$ cat src/rtl/ps2_receiver.sv
// PS/2 device-to-host receiver: synchronises the raw lines, assembles 11-bit frames, checks them
// and queues good scan codes in a FIFO drained by valid/ready. Optional macro: PS2_PARITY_CHECK_EN.
module ps2_receiver #(
  parameter int FIFO_DEPTH     = 8,
  parameter int TIMEOUT_CYCLES = 50000
) (
  input  logic       clk,
  input  logic       rst,
  input  logic       ps2_clk,
  input  logic       ps2_data,
  input  logic       ready,
  output logic [7:0] data,
  output logic       valid,
  output logic       overflow,
  output logic       frame_err
);

  localparam int AW = $clog2(FIFO_DEPTH);
  localparam int IW = $clog2(TIMEOUT_CYCLES + 1);

  logic [2:0]    clk_sync_q, clk_sync_d;
  logic [2:0]    dat_sync_q, dat_sync_d;
  logic [3:0]    cnt_q, cnt_d;
  logic [9:0]    shift_q, shift_d;
  logic [AW:0]   wptr_q, wptr_d;
  logic [AW:0]   rptr_q, rptr_d;
  logic [IW-1:0] idle_q, idle_d;
  logic          overflow_q, overflow_d;
  logic          frame_err_q, frame_err_d;

  logic [7:0]    mem_q [FIFO_DEPTH];
  logic          mem_we;

  logic          fall;
  logic          bit_in;
  logic          empty;
  logic          full;
  logic          pop;
  logic          parity_ok;
  logic          frame_ok;

  // Shift register holds start in bit 0, D0..D7 in bits 8:1, parity in bit 9.
  always_comb begin
    fall   = clk_sync_q[2] & ~clk_sync_q[1];
    bit_in = dat_sync_q[1];
    empty  = (wptr_q == rptr_q);
    full   = (wptr_q[AW] != rptr_q[AW]) && (wptr_q[AW-1:0] == rptr_q[AW-1:0]);
    pop    = !empty && ready;
`ifdef PS2_PARITY_CHECK_EN
    parity_ok = ^shift_q[9:1];
`else
    parity_ok = 1'b1;
`endif
    frame_ok = ~shift_q[0] & bit_in & parity_ok;
  end

  always_comb begin
    clk_sync_d  = {clk_sync_q[1:0], ps2_clk};
    dat_sync_d  = {dat_sync_q[1:0], ps2_data};
    cnt_d       = cnt_q;
    shift_d     = shift_q;
    idle_d      = idle_q;
    wptr_d      = wptr_q;
    rptr_d      = rptr_q;
    overflow_d  = overflow_q;
    frame_err_d = 1'b0;
    mem_we      = 1'b0;

    if (fall) begin
      idle_d = '0;
      if (cnt_q == 4'd10) begin
        cnt_d = 4'd0;
        if (frame_ok) begin
          // A simultaneous pop frees the slot, so a full FIFO can still accept.
          if (!full || pop) begin
            mem_we = 1'b1;
            wptr_d = wptr_q + (AW+1)'(1);
          end else begin
            overflow_d = 1'b1;
          end
        end else begin
          frame_err_d = 1'b1;
        end
      end else begin
        cnt_d   = cnt_q + 4'd1;
        shift_d = {bit_in, shift_q[9:1]};
      end
    end else if (cnt_q != 4'd0) begin
      if (idle_q == IW'(TIMEOUT_CYCLES - 1)) begin
        cnt_d       = 4'd0;
        idle_d      = '0;
        frame_err_d = 1'b1;
      end else begin
        idle_d = idle_q + IW'(1);
      end
    end else begin
      idle_d = '0;
    end

    if (pop) begin
      rptr_d = rptr_q + (AW+1)'(1);
    end
  end

  always_ff @(posedge clk or posedge rst) begin
    if (rst) begin
      clk_sync_q  <= 3'b111;
      dat_sync_q  <= 3'b111;
      cnt_q       <= 4'd0;
      shift_q     <= 10'd0;
      wptr_q      <= '0;
      rptr_q      <= '0;
      idle_q      <= '0;
      overflow_q  <= 1'b0;
      frame_err_q <= 1'b0;
    end else begin
      clk_sync_q  <= clk_sync_d;
      dat_sync_q  <= dat_sync_d;
      cnt_q       <= cnt_d;
      shift_q     <= shift_d;
      wptr_q      <= wptr_d;
      rptr_q      <= rptr_d;
      idle_q      <= idle_d;
      overflow_q  <= overflow_d;
      frame_err_q <= frame_err_d;
    end
  end

  // Storage carries no reset so it can map onto distributed/block RAM.
  always_ff @(posedge clk) begin
    if (mem_we) begin
      mem_q[wptr_q[AW-1:0]] <= shift_q[8:1];
    end
  end

  assign valid     = !empty;
  assign data      = empty ? 8'h00 : mem_q[rptr_q[AW-1:0]];
  assign overflow  = overflow_q;
  assign frame_err = frame_err_q;

endmodule
$ cat config.mk
export PLATFORM = sky130hd
export DESIGN_NAME = ps2_receiver
export DESIGN_NICKNAME = d
export VERILOG_FILES = /design/src/rtl/ps2_receiver.sv
export SDC_FILE = /design/constraint.sdc
export NUM_CORES = 1
export LEC_CHECK = 0
export ABC_AREA = 1
export CAP_MARGIN = 0
export CORE_ASPECT_RATIO = 0.9
export CORE_MARGIN = 5
export CORE_UTILIZATION = 45
export DETAILED_ROUTE_END_ITERATION = 10
export GPL_ROUTABILITY_DRIVEN = 0
export SYNTH_ARGS = -nofsm -noshare
export SYNTH_HDL_FRONTEND = slang
export SYNTH_SLANG_ARGS = --single-unit
$ cat constraint.sdc
create_clock -name clk -period 4.95 [get_ports clk]
set_input_delay 0.99 -clock clk [delete_from_list [all_inputs] [get_ports clk]]
set_output_delay 0.99 -clock clk [all_outputs]
set_load 0.05 [all_outputs]
==> metrics.md <==
| Metric | Value |
|---|---|
| Final wirelength | `9264 µm` |
| CTS Sinks | `109` |
| Synth top area cells | `edfxtp_1 (39%), dfrtp_1 (20%), nor2_1 (8.0%), nand2_1 (7.2%), o21ai_0 (5.0%)` |
| Wire per inst | `14.39 µm` |
| Critical path startpoint category | `register` |
| Primary FF master, synth | `edfxtp_1` |
| Post-DP Area | `5142 µm²` |
| Clk_skew | `9.234 ps` |
| Fin. max-slew vios | `0` |
| Worst relative slew slack | `0.3835` |
| First-pass GRT wire length | `15880 µm` |
| Core box area | `10770 µm²` |
| Clk Latency, worst-skew pair | `350 ps` |
| Hold buffers post-CTS | `0` |
| Tcrit/Tclk final | `0.7820` |
| Final Hold Vio Count | `0` |
| Synth cell types | `37` |
| CTS Root Buffer Type | `clkbuf_16` |
| Status | `complete, no violations` |
| Most frequent cells in the layout | `nor2_1 (105), nand2_1 (95), edfxtp_1 (64), o21ai_0 (49), dfrtp_1 (40)` |
| Cell taking the most area after synthesis | `edfxtp_1` |
| Syn Nets | `506` |
| Mapped Cells | `495` |
| Via-to-Cell Ratio | `5.116` |
| Worst-Margin Slew | `923.4 ps` |
| Critical path class | `register to output port` |
| Post_cts resized | `0` |
| Area delta synth->final | `10.84%` |
| Worst Path Required | `3960 ps` |
| MaxCap Viol Count | `0` |
| Port Buffers | `15` |
| Yosys reg bits | `109` |
| Clock-pin slew on the worst setup and hold paths | `80 ps` |
| Cells along the critical path | `buf_4 -> inv_2 -> nand2_1 -> nand2_1 -> nor2_4 -> nand3_4 -> o21ai_0 -> nor2_1 -> clkdlybuf4s50_1` |
| Worst path slowest cell | `clkdlybuf4s50_1` |
| FMAX | `258.3 MHz` |
| Synth Cell Area | `4930 µm²` |
| Clock Tree Buf Depth | `2` |
| Unrepaired setup endpoints after global routing | `false` |
| Total chip power | `3012 µW` |
| Inserted Diodes | `0` |
| DR vias | `3295` |
| Avg Inst Size Synth | `9.959 µm²` |
| Critical path peak fanout | `37` |
| Setup bufs post-CTS | `0` |
| Share of cells above drive strength 1 | `0.08023` |
| Starting Density | `0.4579` |
| Commonest non-fill, non-tap cell in the layout | `nor2_1` |
| Worst Hold Class | `register to register` |
| Final HPWL DP | `6378 µm` |
| Peak VDD IR | `0.2778 mV` |
| Htree depth | `3` |
| Register area share after synthesis | `0.6195` |
| Initial DRT Pass Iterations | `5` |
| Sum Neg Setup Slack | `0 ps` |
| First-iteration detailed-routing DRC count | `251` |
| Asr flop ratio synth | `0.4128` |
| CTS tree | `built` |
| DRC viols | `0` |
| Synth top area share | `0.3898` |
| Fillers | `969` |
| Initial antenna violation count | `0` |
| Die Ht | `109.3 µm` |
| Crit path DAT | `2880 ps` |
| Die Area | `13150 µm²` |
| Largest net degree at the start of global routing | `46` |
| Count of final setup violators | `0` |
| Design Area, Final | `5464 µm²` |
| Global route overflow | `0` |
| Critical Path Sink Type | `output port` |
| EDFF count, synth | `64` |
| Post-DRT Antenna Nets | `0` |
| Nets | `517` |
| Pleak | `0.002141 µW` |
| Die X | `120.3 µm` |
| All-Layer GR Usage | `0.1548` |
| Vias in the first global route | `3231` |
| Final core occ | `0.5076` |
| CTS Buf Count | `9` |
| CP most frequent cell | `nand2_1` |
| Cell Rows | `36` |
| Largest stage delay, worst path | `830 ps` |
| Crit path time final | `3871 ps` |
| # IOs | `16` |
| Pwr/cell area | `551.2 nW/µm²` |
| YS warnings | `0` |
power by group:
group | internal [µW] | total (µW) | switching, µW
Combinational | 335 | 1040 | 704
Sequential | 1080 | 1230 | 141
Clock | 373 | 748 | 375
Total | 1790 | 3010 | 1220
synthesized netlist by cell type, types with 2 or more instances:
cell type	number
buf_2	7
o21ai_0	49
ha_1	6
inv_1	33
nand3b_1	2
dfrtp_1	40
o21bai_1	3
nor2_4	4
inv_2	3
a21oi_1	2
nand2_2	2
buf_6	4
dfstp_2	5
nand4_1	3
nor2_1	105
nand2_1	95
nand3_2	2
xor2_1	8
edfxtp_1	64
xnor2_1	3
o21ai_1	3
o22ai_1	9
buf_4	2
nor3_1	6
nand3_1	23
per-stage QoR:
stage / hold slack [ps] / setup slack, ps / instances
after global placement: 345.5 / 1541 / 628
after detailed placement: 346.8 / 1454 / 628
final: 358.4 / 1079 / 644
after CTS: 358.6 / 1067 / 644
after floorplan: 345.2 / 2176 / 495
after global routing: 360.9 / 849.8 / 644
final cells by class:
| type | instances | area (µm²) | area share |
|---|---|---|---|
| tap | 133 | 166.4 | 0.03046 |
| clock inverter | 7 | 96.34 | 0.01763 |
| timing repair buffer | 16 | 157.7 | 0.02885 |
| inverter | 37 | 141.4 | 0.02588 |
| multi-input combinational | 333 | 1623 | 0.2970 |
| sequential | 109 | 3054 | 0.5590 |
| clock buffer | 9 | 225.2 | 0.04122 |
path summary, 6_finish.rpt:
check,from,to,slack (ps),cells after the start
max in group asynchronous,rst,cnt_q[1],3210,2
setup reg to reg,rptr_q[0],mem_q[4][7],2370,8
min in group asynchronous,rst,idle_q[8],1160,2
hold / removal,dat_sync_q[0],dat_sync_q[1],360,0
setup / recovery,rptr_q[0],data[4],1080,9
hold reg to reg,dat_sync_q[0],dat_sync_q[1],360,0
logic make-up (layout without fill, tap and decap cells):
logic type | count (synthesis) | in the layout | share of synthesized area
AOI/OAI and AO/OA | 66 | 66 | 0.07081
xor gates and xnor gates | 12 | 12 | 0.02285
adders and majority gates | 6 | 6 | 0.01523
buffers and inverters | 53 | 69 | 0.05127
DFF | 109 | 109 | 0.6195
and+or+nand+nor | 249 | 249 | 0.2203
per-layer routing:
layer / vias up / routed length [µm] / global-route usage
met5: - / 0 / 0
met4: 0 / 123 / 0.05583
met3: 10 / 369 / 0.03241
met2: 47 / 4256 / 0.2447
met1: 1580 / 4514 / 0.2139
li1: 1658 / - / -
registers in the layout, summed over array words and instances (netlist names):
register,count
clk_sync_q,3
cnt_q,4
dat_sync_q,2
frame_err,1
idle_q,16
mem_q,64
overflow,1
rptr_q,4
shift_q,10
wptr_q,4
worst max-delay path: cells and delay by family (launching register included):
kind,cells,cell delay [ps]
buffers and inverters,3,1500
flip-flops,1,370
AND/OR/NAND/NOR,5,550
AO/OA/AOI/OAI,1,110
No activity file was read; power rests on OpenSTA's default activity.
